$ cat config.mk
export PLATFORM = sky130hd
export DESIGN_NAME = wb_stage_flat
export DESIGN_NICKNAME = d
export VERILOG_FILES = /design/src/rtl/wb_stage_pkg.sv /design/src/rtl/wb_stage_if.sv /design/src/rtl/wb_stage_hilo_reg.sv /design/src/rtl/wb_stage.sv /design/src/flat_wrapper.sv
export SDC_FILE = /design/constraint.sdc
export NUM_CORES = 1
export LEC_CHECK = 0
export CAP_MARGIN = 20
export CORE_MARGIN = 8
export CORE_UTILIZATION = 30
export CTS_CLUSTER_SIZE = 12
export DETAILED_ROUTE_END_ITERATION = 8
export PLACE_DENSITY = 0.69
export SLEW_MARGIN = 20
export SYNTH_ARGS = -nofsm -noshare
export SYNTH_HDL_FRONTEND = slang
export SYNTH_SLANG_ARGS = --single-unit
export TNS_END_PERCENT = 30
$ cat constraint.sdc
create_clock -name clk -period 9.98 [get_ports clk]
set_input_delay 1.996 -clock clk [delete_from_list [all_inputs] [get_ports clk]]
set_output_delay 1.996 -clock clk [all_outputs]
set_load 0.05 [all_outputs]
$ cat src/rtl/wb_stage_pkg.sv
// -----------------------------------------------------------------------------
// wb_stage_pkg
// Shared pipeline definitions for the writeback stage: result-select
// encodings driven by decode (super_sel) and the link register index used by
// jal. Imported by the writeback stage and its neighbours.
// -----------------------------------------------------------------------------
package wb_stage_pkg;

    localparam int SEL_W = 3;

    // Result-select encodings; values 5-7 are unused and produce zero.
    typedef enum logic [SEL_W-1:0] {
        SEL_ALU   = 3'd0,
        SEL_SHIFT = 3'd1,
        SEL_HI    = 3'd2,
        SEL_LO    = 3'd3,
        SEL_PC4   = 3'd4
    } super_sel_e;

    // Link register written by jal.
    localparam logic [4:0] REG_RA = 5'd31;

endpackage

$ cat src/rtl/wb_stage_if.sv
// -----------------------------------------------------------------------------
// wb_stage_if
// Bundle between the MEM/WB pipeline register and the writeback stage, plus
// the register-file write port the stage drives.
//   master : MEM/WB side; drives the W-stage fields, observes the rf write.
//   slave  : writeback stage; consumes the W-stage fields, drives the rf write.
// W-stage fields: valid_w, multu_enW, jr_selW, super_selW, dm2regW, jumpW,
//   jal_selW, we_regW, pc_plus_4W, alu_outW (64b), rd_dmW, shiftyW, rf_waW.
// rf write port : rf_we, rf_wa, rf_wd.
// -----------------------------------------------------------------------------
interface wb_stage_if;

    logic                           valid_w;
    logic                           multu_enW;
    logic                           jr_selW;
    logic [wb_stage_pkg::SEL_W-1:0] super_selW;
    logic                           dm2regW;
    logic                           jumpW;
    logic                           jal_selW;
    logic                           we_regW;
    logic [31:0]                    pc_plus_4W;
    logic [63:0]                    alu_outW;
    logic [31:0]                    rd_dmW;
    logic [31:0]                    shiftyW;
    logic [4:0]                     rf_waW;

    logic                           rf_we;
    logic [4:0]                     rf_wa;
    logic [31:0]                    rf_wd;

    modport master (
        output valid_w, multu_enW, jr_selW, super_selW, dm2regW, jumpW,
               jal_selW, we_regW, pc_plus_4W, alu_outW, rd_dmW, shiftyW,
               rf_waW,
        input  rf_we, rf_wa, rf_wd
    );

    modport slave (
        input  valid_w, multu_enW, jr_selW, super_selW, dm2regW, jumpW,
               jal_selW, we_regW, pc_plus_4W, alu_outW, rd_dmW, shiftyW,
               rf_waW,
        output rf_we, rf_wa, rf_wd
    );

endinterface

$ cat src/rtl/wb_stage_hilo_reg.sv
// -----------------------------------------------------------------------------
// wb_stage_hilo_reg
// Architectural HI/LO register pair with load enable, asynchronous reset and
// a same-cycle bypass so consumers in earlier stages see a multu result in
// the cycle it retires.
// Ports:
//   clk, rst        clock, asynchronous active-high reset
//   en              load HI/LO from din this cycle
//   din[63:0]       {HI, LO} product
//   hi_q, lo_q      registered HI/LO
//   hi_fwd, lo_fwd  din halves when en, else the registered values
// -----------------------------------------------------------------------------
module wb_stage_hilo_reg (
    input  logic        clk,
    input  logic        rst,
    input  logic        en,
    input  logic [63:0] din,
    output logic [31:0] hi_q,
    output logic [31:0] lo_q,
    output logic [31:0] hi_fwd,
    output logic [31:0] lo_fwd
);

    always_ff @(posedge clk or posedge rst) begin
        if (rst) begin
            hi_q <= '0;
            lo_q <= '0;
        end else if (en) begin
            hi_q <= din[63:32];
            lo_q <= din[31:0];
        end
    end

    assign hi_fwd = en ? din[63:32] : hi_q;
    assign lo_fwd = en ? din[31:0]  : lo_q;

endmodule

$ cat src/rtl/wb_stage.sv
// -----------------------------------------------------------------------------
// wb_stage
// Writeback stage. Consumes the W-side outputs of the MEM/WB register and
//   - forms the register-file write enable / address / data,
//   - owns the architectural HI/LO registers (with same-cycle bypass),
//   - keeps a one-entry history of the last cycle's writeback for late
//     forwarding in the hazard unit,
//   - counts retired (valid) instructions.
// Ports:
//   clk, rst            clock, asynchronous active-high reset
//   w (slave)           W-stage fields in, register-file write port out
//   hi_q, lo_q          architectural HI/LO
//   hi_fwd, lo_fwd      HI/LO with same-cycle multu bypass
//   prev_we/wa/wd       previous cycle's rf_we/rf_wa/rf_wd
//   retired             retired-instruction count, wraps modulo 2^CNT_W
// -----------------------------------------------------------------------------
module wb_stage
    import wb_stage_pkg::*;
#(
    parameter int RA_IDX = 31,
    parameter int CNT_W  = 32
) (
    input  logic             clk,
    input  logic             rst,
    wb_stage_if.slave        w,
    output logic [31:0]      hi_q,
    output logic [31:0]      lo_q,
    output logic [31:0]      hi_fwd,
    output logic [31:0]      lo_fwd,
    output logic             prev_we,
    output logic [4:0]       prev_wa,
    output logic [31:0]      prev_wd,
    output logic [CNT_W-1:0] retired
);

    localparam logic [4:0] RA_ADDR = RA_IDX[4:0];

    logic        hilo_en;
    logic        rf_we_c;
    logic [4:0]  rf_wa_c;
    logic [31:0] sel_data;
    logic [31:0] rf_wd_c;

    assign hilo_en = w.valid_w & w.multu_enW;

    wb_stage_hilo_reg u_hilo (
        .clk    (clk),
        .rst    (rst),
        .en     (hilo_en),
        .din    (w.alu_outW),
        .hi_q   (hi_q),
        .lo_q   (lo_q),
        .hi_fwd (hi_fwd),
        .lo_fwd (lo_fwd)
    );

    // jal writes the link register even though jumpW is set; a plain j/jr
    // never writes. $0 is hard-wired, so any write aimed at it is dropped.
    assign rf_wa_c = w.jal_selW ? RA_ADDR : w.rf_waW;
    assign rf_we_c = w.valid_w & ~w.jr_selW
                   & (w.jal_selW | (w.we_regW & ~w.jumpW))
                   & (rf_wa_c != 5'd0);

    // HI/LO selects use the registered values: an mfhi/mflo directly behind
    // a multu already sees the new value since the multu retired last cycle.
    always_comb begin
        sel_data = '0;
        case (w.super_selW)
            SEL_ALU:   sel_data = w.alu_outW[31:0];
            SEL_SHIFT: sel_data = w.shiftyW;
            SEL_HI:    sel_data = hi_q;
            SEL_LO:    sel_data = lo_q;
            SEL_PC4:   sel_data = w.pc_plus_4W;
            default:   sel_data = '0;
        endcase
    end

    always_comb begin
        rf_wd_c = sel_data;
        if (w.jal_selW) begin
            rf_wd_c = w.pc_plus_4W;
        end else if (w.dm2regW) begin
            rf_wd_c = w.rd_dmW;
        end
    end

    assign w.rf_we = rf_we_c;
    assign w.rf_wa = rf_wa_c;
    assign w.rf_wd = rf_wd_c;

    // History register and retirement counter. The history records every
    // cycle, bubbles included, so prev_we drops to 0 behind a bubble.
    always_ff @(posedge clk or posedge rst) begin
        if (rst) begin
            prev_we <= 1'b0;
            prev_wa <= '0;
            prev_wd <= '0;
            retired <= '0;
        end else begin
            prev_we <= rf_we_c;
            prev_wa <= rf_wa_c;
            prev_wd <= rf_wd_c;
            if (w.valid_w) begin
                retired <= retired + CNT_W'(1);
            end
        end
    end

endmodule

$ cat src/flat_wrapper.sv
// flat-port wrapper written by rule: the top's interface ports become plain ports
module wb_stage_flat import wb_stage_pkg::*;
#(
    parameter int RA_IDX = 31,
    parameter int CNT_W  = 32
)
  (clk, rst, hi_q, lo_q, hi_fwd, lo_fwd, prev_we, prev_wa, prev_wd, retired, w_valid_w, w_multu_enW, w_jr_selW, w_super_selW, w_dm2regW, w_jumpW, w_jal_selW, w_we_regW, w_pc_plus_4W, w_alu_outW, w_rd_dmW, w_shiftyW, w_rf_waW, w_rf_we, w_rf_wa, w_rf_wd);
  wb_stage_if w_i ();
  input  logic clk;
  input  logic rst;
  output logic [31:0] hi_q;
  output logic [31:0] lo_q;
  output logic [31:0] hi_fwd;
  output logic [31:0] lo_fwd;
  output logic prev_we;
  output logic [4:0] prev_wa;
  output logic [31:0] prev_wd;
  output logic [CNT_W-1:0] retired;
  input wire logic [$bits(w_i.valid_w)-1:0] w_valid_w;
  input wire logic [$bits(w_i.multu_enW)-1:0] w_multu_enW;
  input wire logic [$bits(w_i.jr_selW)-1:0] w_jr_selW;
  input wire logic [$bits(w_i.super_selW)-1:0] w_super_selW;
  input wire logic [$bits(w_i.dm2regW)-1:0] w_dm2regW;
  input wire logic [$bits(w_i.jumpW)-1:0] w_jumpW;
  input wire logic [$bits(w_i.jal_selW)-1:0] w_jal_selW;
  input wire logic [$bits(w_i.we_regW)-1:0] w_we_regW;
  input wire logic [$bits(w_i.pc_plus_4W)-1:0] w_pc_plus_4W;
  input wire logic [$bits(w_i.alu_outW)-1:0] w_alu_outW;
  input wire logic [$bits(w_i.rd_dmW)-1:0] w_rd_dmW;
  input wire logic [$bits(w_i.shiftyW)-1:0] w_shiftyW;
  input wire logic [$bits(w_i.rf_waW)-1:0] w_rf_waW;
  output wire logic [$bits(w_i.rf_we)-1:0] w_rf_we;
  output wire logic [$bits(w_i.rf_wa)-1:0] w_rf_wa;
  output wire logic [$bits(w_i.rf_wd)-1:0] w_rf_wd;
  assign w_i.valid_w = w_valid_w;
  assign w_i.multu_enW = w_multu_enW;
  assign w_i.jr_selW = w_jr_selW;
  assign w_i.super_selW = w_super_selW;
  assign w_i.dm2regW = w_dm2regW;
  assign w_i.jumpW = w_jumpW;
  assign w_i.jal_selW = w_jal_selW;
  assign w_i.we_regW = w_we_regW;
  assign w_i.pc_plus_4W = w_pc_plus_4W;
  assign w_i.alu_outW = w_alu_outW;
  assign w_i.rd_dmW = w_rd_dmW;
  assign w_i.shiftyW = w_shiftyW;
  assign w_i.rf_waW = w_rf_waW;
  assign w_rf_we = w_i.rf_we;
  assign w_rf_wa = w_i.rf_wa;
  assign w_rf_wd = w_i.rf_wd;
  wb_stage #(.RA_IDX(RA_IDX), .CNT_W(CNT_W)) u_core (.clk(clk), .rst(rst), .w(w_i), .hi_q(hi_q), .lo_q(lo_q), .hi_fwd(hi_fwd), .lo_fwd(lo_fwd), .prev_we(prev_we), .prev_wa(prev_wa), .prev_wd(prev_wd), .retired(retired));
endmodule
======== Word-level counts from Yosys, hierarchy flattened ========
Cells that the tools add are included.
storage, ports and cells
  bits in writable memories ............... 0
  flip-flop bits (word level) ............. 134
  latch bits .............................. 0
  output and inout port bits .............. 236
  input port bits ......................... 177
  logic and storage cells ................. 27
  bits in read-only memories .............. 0
  memories ................................ 0
cells by class
  muxes and demuxes ....................... 6
  order comparisons ....................... 0
  $add $sub $neg .......................... 1
  eq/ne operators ......................... 4
  multipliers ............................. 0
  bitwise operators ....................... 8
  shift-type cells ........................ 0
  reduce and logical (&&, ||, !) cells .... 2
  div/mod/pow operators ................... 0
operators by type and width
  kind                     number
  $pmux W32 S5             1
  $mux W32                 4
  $add A32 B1 Y32 const B  1
  $eq A3 B2 Y1 const B     2
  $and A1 B1 Y1            5
  $mux W5                  1
  $reduce_bool A5 Y1       1
  $eq A3 B1 Y1 const B     1
  $eq A3 B3 Y1 const B     1
  $logic_not A3 Y1         1
  $not A1 Y1               2
  $or A1 B1 Y1             1

======== Longest topological paths before layout ========
  depth in word-level cells ............... 5
  depth in mapped cells ................... 8
  gate-level depth less buffers ........... 6

======== Modules after synthesis ========
A second synthesis with hierarchy kept.
unflattened totals
  cell total of the unflattened synthesis .. 571
  area total of the unflattened synthesis .. 6,897.9 sq um
modules (own cells, without submodules)
  module             area an instance (sq um)  cells each  times used  seq. area each (sq um)
  wb_stage           4,215.3                   435         1           1,751.7
  wb_stage_hilo_reg  2,682.6                   136         1           1,601.5

======== Least setup slack after synthesis ========
No wires, ideal clock.
  path type ............................... input-to-output
  start ................................... input port w_jal_selW
  end ..................................... output port w_rf_we
  arrival time ............................ 4.358 ns
  path slack .............................. 3.626 ns
  cell stages on the path ................. 4
  path through ............................ clkbuf_1 -> or2_2 -> nor2_1 -> nor4b_1
on the way
  cells in the longest elaborated chain, start to end .. 3
  elaborated cells on any way between the ends .. 5
ends and longest elaborated chain
  item                line                source
  start: declaration  flat_wrapper.sv:25  input wire logic [$bits(w_i.jal_selW)-1:0] w_jal_selW;
  $mux W5             wb_stage.sv:59      assign rf_wa_c = w.jal_selW ? RA_ADDR : w.rf_waW;
  via w_rf_wa[3]      flat_wrapper.sv:33  output wire logic [$bits(w_i.rf_wa)-1:0] w_rf_wa;
  $reduce_bool A5 Y1  wb_stage.sv:62      & (rf_wa_c != 5'd0);
  $and A1 B1 Y1       wb_stage.sv:62
  end: declaration    flat_wrapper.sv:32  output wire logic [$bits(w_i.rf_we)-1:0] w_rf_we;
The timed path passes the listed nets, and every way through them passes these cells.

======== Worst setup path in the final report ========
  start ................................... input port w_super_selW[2]
  end ..................................... output port w_rf_wd[31]
on the way
  cells in the longest elaborated chain, start to end .. 4
  elaborated cells on any way between the ends .. 8
ends and longest elaborated chain
  item                                  line                source
  start: declaration                    flat_wrapper.sv:22  input wire logic [$bits(w_i.super_selW)-1:0] w_super_selW;
  $eq A3 B3 Y1 (tied with other cells)  wb_stage.sv:68      case (w.super_selW)
  $pmux W32 S5 *                        wb_stage.sv:68
  $mux W32 *                            wb_stage.sv:82      end else if (w.dm2regW) begin
  $mux W32 *                            wb_stage.sv:80      if (w.jal_selW) begin
  end: declaration                      flat_wrapper.sv:34  output wire logic [$bits(w_i.rf_wd)-1:0] w_rf_wd;
Mark *: on every way between the ends. The rest lies on a longest branch, timed or not.

==> summary.txt <==
STA
  • Final period demand of the worst path: 7.20 ns
  • Final-report hold violation count: 0
  • F_max: 139 MHz
  • RSZ-0062 raised after global routing: false
  • TNS Setup: 0 ns
  • Max-slew headroom: 0.332
  • Skew final: 0.0106 ns
  • Worst setup margin: 2.78 ns
  • Crit share post-route: 0.721
  • Final Max Tran Viols: 0
  • Final setup fails: 0
  • Least-Margin Pin Slew: 1.00 ns

Setup path
  • CP startpoint kind: input port
  • WP data required: 7.98 ns
  • Worst path cell trace: clkdlybuf4s50_1 -> nor2b_1 -> buf_4 -> a21o_1 -> a222oi_1 -> inv_1 -> clkdlybuf4s50_1
  • R2R Path End: u_core.retired[18]
  • Crit path from: w_super_selW[2]
  • Reg2Reg Setup Slack: 8.10 ns
  • Crit path arrival time: 5.20 ns
  • CP max stage delay: 0.97 ns
  • Crit path kind: in2out
  • WP buf/inv: 4
  • R2r startpoint: u_core.retired[0]
  • Slowest stage cell on the critical path: clkdlybuf4s50_1
  • Critical Path End Type: output port
  • Most used cell, CP: clkdlybuf4s50_1
  • Worst R2R Path Depth: 6
  • Critical path peak fanout: 20
  • Delay-heaviest family, CP: buffers and inverters

Floorplan
  • Starting Density: 0.305
  • CORE AREA: 0.0210 sq mm
  • Io pins: 413
  • Die Area: 0.0262 sq mm
  • Die Width: 162 um
  • Die H: 162 um
  • Row count: 53

Detailed routing
  • Vias per cell: 5.07
  • Routed WL per cell: 24.6 um
  • Total wire length: 29200 um
  • Drt first pass iters: 8
  • Iter 0 DRT Violations: 451
  • Total number of vias: 6026
  • ANT nets after route: 0
  • DRC: 0

Clock tree
  • Clock Latency Late Sink: 0.42 ns
  • TritonCTS clock tree: built
  • Root Buffer: clkbuf_16
  • H-Tree Depth: 4
  • CTS max path bufs: 2
  • CTS resizes: 0
  • Post-CTS setup buffers: 0
  • Clock transition at the registers of the reported paths: 0.06 ns
  • Total clock sinks: 134
  • TritonCTS Buffers: 17
  • Cts hold-fix bufs: 0

Final layout
  • Multi-input gate area: 0.00270 sq mm
  • Non-filler cells, final: 1188
  • Area Growth Syn to Fin: 78.0%
  • Register Area: 0.00335 sq mm
  • Fin nets: 1077
  • FILL cells: 1818
  • Final Cell Area: 0.0114 sq mm
  • Share of layout cells above drive strength 1: 0.175

Run status
  • Run status: completed

Logic synthesis
  • Post-Syn Area: 0.00638 sq mm
  • Post-synthesis cell type count: 36
  • Post-synth EDFFs: 0
  • Synth Register Bits: 134
  • Primary FF master, synth: dfrtp_1
  • Synth warnings: 0
  • Synthesized instance count: 493
  • Syn_area_per_cell: 13.0 sq um
  • Synth area leaders: dfrtp_1 (53%), mux2_2 (14%), mux4_2 (5.6%), a222oi_1 (5.0%), a22oi_1 (3.8%)
  • Post-synth top area share: 0.525
  • Synth async-reset ratio: 1.00
  • Seq/Total Area, Yosys: 0.525
  • Commonest cells in the netlist: dfrtp_1 (134), mux2_2 (81), inv_1 (38), a222oi_1 (32), a22oi_1 (32)
  • Count leader, synth: dfrtp_1
  • Synth Net Count: 671
  • Yosys top cell by area: dfrtp_1

Pwr
  • NetSw: 929 uW
  • Clock Power Share: 0.301
  • Flop pwr share: 0.287
  • PD cells: 203 mW/mm^2
  • Pint: 1380 uW
  • Peak supply drop: 0.000105 V
  • Comb pwr share: 0.412
  • Sw Ratio: 0.403
  • Lkg Pwr: 0.00473 uW
  • Total power: 2310 uW

Placement
  • Port bufs: 412
  • Inst Count DP: 1155
  • HPWL Detailed: 22500 um
  • RePlAce Congestion: 0.857
  • Area after DPL: 0.0107 sq mm
  • Dpl ws: 2.74 ns

Global route
  • Initial antenna violation count: 1
  • GRT overflow: 0
  • First-pass GRT wire length: 42300 um
  • Pin count of the biggest net entering global routing: 72
  • Vias in the first global route: 6426
  • Global Route Usage Sum: 0.216

Run
  • Max_cap viols: 0

Worst hold path
  • Hold Crit Class: reg2reg
  • Hold path startpoint: u_core.retired[31]
  • Hold Path Stages: 1
  • Hold Path End: u_core.retired[31]
## worst max-delay path by stage
stage                        endpoint  slack, ns  cells after the start
after floorplan               w_rf_we       3.63                      4
after global placement    w_rf_wd[31]       2.74                      7
after detailed placement  w_rf_wd[31]       2.74                      7
after CTS                 w_rf_wd[31]       2.74                      7
after global routing      w_rf_wd[31]       2.66                      7
final                     w_rf_wd[31]       2.78                      7
## cell usage in the layout (no fill, tap or decap), types with 9 or more instances in the layout
cell type / Yosys / final
dfrtp_1: 134 / 134
a222oi_1: 32 / 32
inv_1: 38 / 37
xor2_1: 15 / 15
nor2_1: 12 / 12
clkdlybuf4s50_1: 0 / 410
xnor2_1: 16 / 16
mux4_2: 16 / 16
buf_4: 2 / 9
o22ai_1: 16 / 16
a22oi_1: 32 / 32
nand2_1: 18 / 17
mux2_2: 81 / 81
clkbuf_16: 0 / 17
## power by group through the flow
stage                     clock, uW  combinational [uW]  sequential, uW
after floorplan                   0                 351             889
final                           693                 950             662
after global routing            733                 982             672
after detailed placement          0                 953             671
after CTS                       709                 958             662
after global placement            0                 955             669
## kinds of logic (layout without fill, tap and decap cells)
family | after synthesis | in the layout | synth area share
XOR/XNOR | 31 | 31 | 0.0425
other | 0 | 1 | 0
AO/OA/AOI/OAI | 83 | 83 | 0.107
AND/OR/NAND/NOR | 74 | 74 | 0.0688
multiplexers | 97 | 97 | 0.199
buffers and inverters | 73 | 492 | 0.0549
adder cells (fa/ha/maj) | 1 | 1 | 0.00196
flip-flops | 134 | 134 | 0.525
## layout make-up
cell class / count / share of cell area
well taps: 275 / 0.0303
inverters: 39 / 0.0133
flip-flops and latches: 134 / 0.295
multi-input cells: 286 / 0.237
clock inverters: 13 / 0.0171
repair buffers: 421 / 0.368
clock buffers: 19 / 0.0390
diodes: 1 / 0.000220
## worst reg2reg max path, cell delays in order, from the launching register on
cell	delay (ns)
dfrtp_1	0.43
ha_1	0.22
nand4_2	0.22
nor3_2	0.32
nand2_1	0.23
nor3_1	0.22
xor2_1	0.16
## layer usage
layer | GRT usage | share of wire | vias up
met5 | 0 | 0 | -
met4 | 0.0665 | 0.020 | 0
met3 | 0.0812 | 0.098 | 35
met2 | 0.358 | 0.49 | 338
met1 | 0.254 | 0.39 | 2989
li1 | - | - | 2664
## registers in the layout, summed over array words and instances (netlist names)
signal / cells
u_core.prev_we: 1
u_core.prev_wa: 5
u_core.u_hilo.hi_q: 32
u_core.prev_wd: 32
u_core.u_hilo.lo_q: 32
u_core.retired: 32
## metrics by stage
stage / hold slack [ns] / utilization
floorplan: 0.779 / -
global placement: 0.456 / 0.512
detailed placement: 0.456 / 0.512
CTS: 0.468 / 0.542
global route: 0.497 / 0.542
finish: 0.464 / 0.542
Note: power is estimated with default switching activity, not from simulation.
